File: src/rtl/prim_lc_sender_filt.sv
// Multi-channel life cycle sender: glitch-filters each lc_tx_t channel before asserting On.
// Optional macro PRIM_LC_SENDER_FILT_STICKY_EN latches a channel Off after its first On->Off drop.
module prim_lc_sender_filt #(
    parameter int unsigned NumCh        = 1,
    parameter int unsigned FilterCycles = 4,
    parameter int unsigned AsyncOn      = 0,
    localparam int unsigned TxWidth     = 4
) (
    input  logic                     clk_i,
    input  logic                     rst_ni,
    input  logic [NumCh*TxWidth-1:0] lc_en_i,
    input  logic [NumCh-1:0]         err_clr_i,
    output logic [NumCh*TxWidth-1:0] lc_en_o,
    output logic [NumCh-1:0]         err_o
);

    localparam logic [TxWidth-1:0] LcOn  = TxWidth'(4'b1010);
    localparam logic [TxWidth-1:0] LcOff = TxWidth'(4'b0101);

    localparam int unsigned CntW  = $clog2(FilterCycles + 1);
    localparam int unsigned CntW1 = CntW + 1;
    localparam logic [CntW-1:0] CntMax  = CntW'(FilterCycles);
    localparam logic [CntW:0]   FiltThr = CntW1'(FilterCycles);

    for (genvar c = 0; c < NumCh; c++) begin : g_ch
        logic [TxWidth-1:0] in_raw;
        logic [TxWidth-1:0] s;

        assign in_raw = lc_en_i[c*TxWidth +: TxWidth];

        if (AsyncOn != 0) begin : g_sync
            logic [TxWidth-1:0] sync1_d, sync1_q;
            logic [TxWidth-1:0] sync2_d, sync2_q;

            always_comb begin
                sync1_d = in_raw;
                sync2_d = sync1_q;
            end

            // Two-stage synchroniser, resets to Off so a reset channel never looks enabled.
            always_ff @(posedge clk_i or negedge rst_ni) begin
                if (!rst_ni) begin
                    sync1_q <= LcOff;
                    sync2_q <= LcOff;
                end else begin
                    sync1_q <= sync1_d;
                    sync2_q <= sync2_d;
                end
            end

            assign s = sync2_q;
        end else begin : g_nosync
            assign s = in_raw;
        end

        logic [CntW-1:0]    cnt_d, cnt_q;
        logic [TxWidth-1:0] out_d, out_q;
        logic               err_d, err_q;
        logic               s_on;
        logic               s_valid;
        logic [CntW:0]      cnt_inc;
        logic [TxWidth-1:0] out_raw;

        always_comb begin
            s_on    = (s == LcOn);
            s_valid = s_on || (s == LcOff);
            cnt_inc = {1'b0, cnt_q} + CntW1'(1);
            cnt_d   = '0;
            out_raw = LcOff;

            if (s_on) begin
                cnt_d = (cnt_q == CntMax) ? CntMax : cnt_inc[CntW-1:0];
                if (cnt_inc >= FiltThr) begin
                    out_raw = LcOn;
                end
            end

            // Set dominates clear so a simultaneous bad sample is never lost.
            err_d = !s_valid || (err_q && !err_clr_i[c]);
        end

`ifdef PRIM_LC_SENDER_FILT_STICKY_EN
        logic dead_d, dead_q;

        always_comb begin
            dead_d = dead_q || ((out_q == LcOn) && (out_raw == LcOff));
            out_d  = dead_q ? LcOff : out_raw;
        end

        always_ff @(posedge clk_i or negedge rst_ni) begin
            if (!rst_ni) begin
                dead_q <= 1'b0;
            end else begin
                dead_q <= dead_d;
            end
        end
`else
        always_comb begin
            out_d = out_raw;
        end
`endif

        // Output and counter held in dedicated flops so the encoding stays as written.
        always_ff @(posedge clk_i or negedge rst_ni) begin
            if (!rst_ni) begin
                cnt_q <= '0;
                out_q <= LcOff;
                err_q <= 1'b0;
            end else begin
                cnt_q <= cnt_d;
                out_q <= out_d;
                err_q <= err_d;
            end
        end

        assign lc_en_o[c*TxWidth +: TxWidth] = out_q;
        assign err_o[c]                      = err_q;
    end

endmodule

File: config.mk
export PLATFORM = sky130hd
export DESIGN_NAME = prim_lc_sender_filt
export DESIGN_NICKNAME = d
export VERILOG_FILES = /design/src/rtl/prim_lc_sender_filt.sv
export SDC_FILE = /design/constraint.sdc
export NUM_CORES = 1
export LEC_CHECK = 0
export ABC_AREA = 1
export CAP_MARGIN = 20
export CORE_AREA = 5 5 43 45
export CTS_CLUSTER_SIZE = 10
export DETAILED_ROUTE_END_ITERATION = 8
export DIE_AREA = 0 0 48 50
export HOLD_SLACK_MARGIN = 0.08
export PLACE_DENSITY = 0.46
export SLEW_MARGIN = 10
export SYNTH_ARGS = -nofsm -noshare
export SYNTH_HDL_FRONTEND = slang
export SYNTH_SLANG_ARGS = --single-unit
File: constraint.sdc
create_clock -name clk_i -period 1.41 [get_ports clk_i]
set_clock_uncertainty 0.1 [all_clocks]
set_input_delay 0.282 -clock clk_i [delete_from_list [all_inputs] [get_ports clk_i]]
set_output_delay 0.282 -clock clk_i [all_outputs]
set_load 0.05 [all_outputs]
Yosys cells after proc, flatten, opt, wreduce, memory -nomap -nowiden
Cells that the tools add are included.
{"block": "totals", "regBits": 8, "wordCells": 17, "input_bits": 7}
{"block": "op_classes", "muxes": 4, "addsub": 1, "n_eq_ne": 3, "reduce_logical": 5, "magnitude_cmp": 1}
{"operator": "4-bit 2-to-1 mux", "count": 2}
{"operator": "3-bit 2-to-1 mux", "count": 2}
{"operator": "3-bit by 1-bit adder with 4-bit output, second input constant", "count": 1}
{"operator": "4-bit by 3-bit equality test with 1-bit output, second input constant", "count": 1}
{"operator": "4-bit equality test, second input constant", "count": 1}
{"operator": "4-bit by 3-bit greater-or-equal comparator with 1-bit output, second input constant", "count": 1}
{"operator": "3-bit equality test, second input constant", "count": 1}
{"operator": "1-bit logical NOT", "count": 2}
{"operator": "1-bit logical OR", "count": 2}
{"operator": "1-bit logical AND", "count": 1}

Depth between registers and ports, before layout
Gate-level depths: netlist of the first run.
{"block": "depth", "depth_word": 4, "ltp_mapped": 5}

Worst setup path after synthesis of the first run
No wires, ideal clock.
{"block": "synth_timing", "path_type": "flip-flop to output port", "startpoint": "register g_ch[0].out_q[2] (netlist: lc_en_o[2])", "endpoint": "output port lc_en_o[2]", "path_slack_ns": 0.111, "path_buffers": 1, "arrival_ns": 0.917, "path_stages_with_launch": 2, "cell_sequence": "dfstp_2 -> buf_4"}
{"element": "start, declared", "line": "57", "source": "logic [TxWidth-1:0] out_d, out_q;"}
{"element": "start signal, assigned", "line": "107", "source": "out_q <= LcOff;"}
{"element": "start signal, assigned", "line": "111", "source": "out_q <= out_d;"}
{"element": "end, declared", "line": "13", "source": "output logic [NumCh*TxWidth-1:0] lc_en_o,"}
No word-level cell between the ends.

==> reports/qor.yml, run 1 <==
cts_root_cell: "sky130_fd_sc_hd__clkbuf_4"
total_global_route_track_usage_pct: 6.85
num-fill-cells: 155
post_synthesis_to_final_layout_area_growth_pct: 56.5
cell_breakdown_of_the_critical_path: "buf_12"
seq_area_frac_synth_pct: 44.6
vias_in_the_first_global_route: 282
worst_case_headroom_to_the_max_slew_limit_pct: 82.0
share_clk_of_total_power_pct: 44.3
antenna_violations_before_repair: 0
finalNetCount: 67
synth.cell_area_sq_um: 339
clock.fmax_ghz: 0.749
cap_viol_max_count: 0
path_clk_slew_ns: 0.05
post_cts_resized: 0
top_level_ports: 12
combPwrFrac_pct: 10.8
dp_hpwl_microns: 575
vias_per_cell: 4.14
grt_first_pass_wirelength_microns: 1080
worstPathBufferInverterCount: 1
layout-drive-gt1-share_pct: 24.6
cts_made_buffers: 3
power.density_nw_per_um2: 742
crit_type: "flip-flop to output port"
number_of_buffers_added_on_ports: 11
result_of_the_run: "completed"
post-cts-setup-buffers: 0
synth_warnings: 0
drt-pass1-iter-count: 2
globalRoute.totalOverflow: 0
postRouteWirelength_microns: 630
diodes: 0
power_switching_uw: 87.9
setup_violations: 0
synthDominantCellAreaShare_pct: 36.9
layout_common_cells: "sky130_fd_sc_hd__nand2_1 (14), sky130_fd_sc_hd__nor2_1 (6), sky130_fd_sc_hd__clkdlybuf4s50_1 (6)"
worst-endpoint-required_ns: 1.03
maximum_buffer_depth_of_the_clock_tree: 2
critPathLaunchType: "flip-flop"
most_common_library_cell_in_the_layout_ignoring_fill_and_taps: "sky130_fd_sc_hd__nand2_1"
width_of_the_die_microns: 48
route.detailed.wl_per_inst_microns: 8.63
timing_max_transition_violations_final: 0
post_synth.cell_area_avg_sq_um: 7.71
rsz0062_at_grt: "no"
timing.final.crit_period_ns: 1.34
cts.sink_count: 6
cell_variety_after_synth: 14
fin_tns_setup_ns: 0
internal_portion_of_total_power_uw: 305
p_leak_uw: 0.000267
synth.area.top_cells: "sky130_fd_sc_hd__dfrtp_1 (37%), sky130_fd_sc_hd__nand2_1 (15%), sky130_fd_sc_hd__dfstp_2 (7.7%), sky130_fd_sc_hd__ha_1 (7.4%), sky130_fd_sc_hd__nor2_1 (6.6%)"
hold_path_class: "primary input to async pin"
coreArea_sq_um: 1440
clock_tree.htree_level_count: 1
cts_tree: "yes"
placementRows: 14
ys_seq_elements: 6
p_total_uw: 393
die_area_sq_um: 2400
worst_slew_pin_tran_ns: 0.269
critPathCaptureType: "output port"
place_congestion: 0.665
num_vias: 302
critical_path.slowest_cell: "sky130_fd_sc_hd__dfstp_2"
detail-route-antenna-nets: 0
start_util_pct: 23.6
family_with_the_most_delay_on_the_worst_path: "flip-flops"
total_drc_errors_in_the_routed_layout: 0
initial_drc_count: 4
power.share.switching_pct: 22.3
reg2reg_slack_ns: 0.29
synth_nets: 53
irDropWorstVdd_v: 0.000331
floorplan.die.height_microns: 50
power_share_of_the_sequential_group_pct: 44.9
timing_hold_violations_final: 0
cp_data_arrival_time_ns: 0.95
holdBufCountCts: 0
synthesis.instances: 44
post-synth-top-area-cell: "sky130_fd_sc_hd__dfrtp_1"
final_hold_slack_ns: 0.166
grt_max_degree: 7
clock_latency_ns: 0.25
layout_worst_path_cycle_share_pct: 94.7
cpPeakStageDelay_ns: 0.57
worst_path_fanout_max: 2
[metal layers]
layer / vias up / part of all wire (%) / GRT usage, %
li1: 157 / - / -
met3: 2 / 10 / 4.36
met5: - / 0 / 0
met1: 131 / 37 / 6.11
met2: 12 / 50 / 11.0
met4: 0 / 3.2 / 4.04
[stage by stage]
step           area (sq um)  worst slack [ns]  util (%)  std cells
2_1_floorplan           339             0.111         -         44
3_3_place_gp            504             0.111      35.1         69
3_5_place_dp            504            0.0838      35.1         69
4_1_cts                 531            0.0633      36.9         73
5_1_grt                 531            0.0462      36.9         73
6_report                531            0.0744      36.9         73
[path summary, 6_finish.rpt]
check	from	end	cells after the start
max reg2reg	g_ch[0].cnt_q[0]$_DFF_PN0_	lc_en_o[1]$_DFF_PN0_	5
max in group asynchronous	rst_ni	lc_en_o[2]$_DFF_PN1_	1
min in group clk_i	err_o$_DFF_PN0_	err_o$_DFF_PN0_	2
min	rst_ni	g_ch[0].cnt_q[2]$_DFF_PN0_	1
max	lc_en_o[2]$_DFF_PN1_	lc_en_o[0]	1
min reg2reg	err_o$_DFF_PN0_	err_o$_DFF_PN0_	2
[cells in the mapped netlist]
master / count
sky130_fd_sc_hd__dfrtp_1: 5
sky130_fd_sc_hd__nand2_1: 14
sky130_fd_sc_hd__inv_1: 5
sky130_fd_sc_hd__dfstp_2: 1
sky130_fd_sc_hd__clkinv_1: 1
sky130_fd_sc_hd__inv_2: 2
sky130_fd_sc_hd__a21oi_1: 1
sky130_fd_sc_hd__nand3_2: 1
sky130_fd_sc_hd__buf_4: 2
sky130_fd_sc_hd__nand3_1: 2
sky130_fd_sc_hd__nand2_2: 1
sky130_fd_sc_hd__ha_1: 2
sky130_fd_sc_hd__nor2_1: 6
sky130_fd_sc_hd__nor2_4: 1
[power groups by stage]
stage / Combinational [uW] / Sequential, uW / Clock [uW]
2_1_floorplan: 11.7 / 182 / 0
3_3_place_gp: 43.0 / 179 / 0
3_5_place_dp: 43.2 / 179 / 0
4_1_cts: 43.4 / 177 / 183
5_1_grt: 46.4 / 177 / 196
6_report: 42.4 / 177 / 174
[kinds of logic (layout without fill, tap and decap cells)]
logic type      after synthesis  count (layout)  synth area share, %
buf+inv                      10              23                 13.3
flops                         6               6                 44.7
fa+ha+maj                     2               2                 7.38
simple gates                 25              25                 33.2
compound gates                1               1                 1.47
[final cells by class]
class / instances / area, sq um / area share (%)
inverter: 8 / 30.0 / 5.66
sequential: 6 / 151 / 28.5
tap: 16 / 20.0 / 3.77
clock buffer: 4 / 26.3 / 4.95
multi-input combinational: 28 / 143 / 26.9
timing repair buffer: 11 / 160 / 30.2
[sequential cells by signal, indices dropped and copies added, names as in the netlist]
register and count:
err_o 1, g_ch.cnt_q 3, lc_en_o 2
No activity file was read; power rests on OpenSTA's default activity.
==> inputs of run 2 (changes only) <==
Settings changed: SETUP_SLACK_MARGIN from default to 0.05.
==> results of run 2 <==
The final DEF is identical to that of run 1. Status: completed.
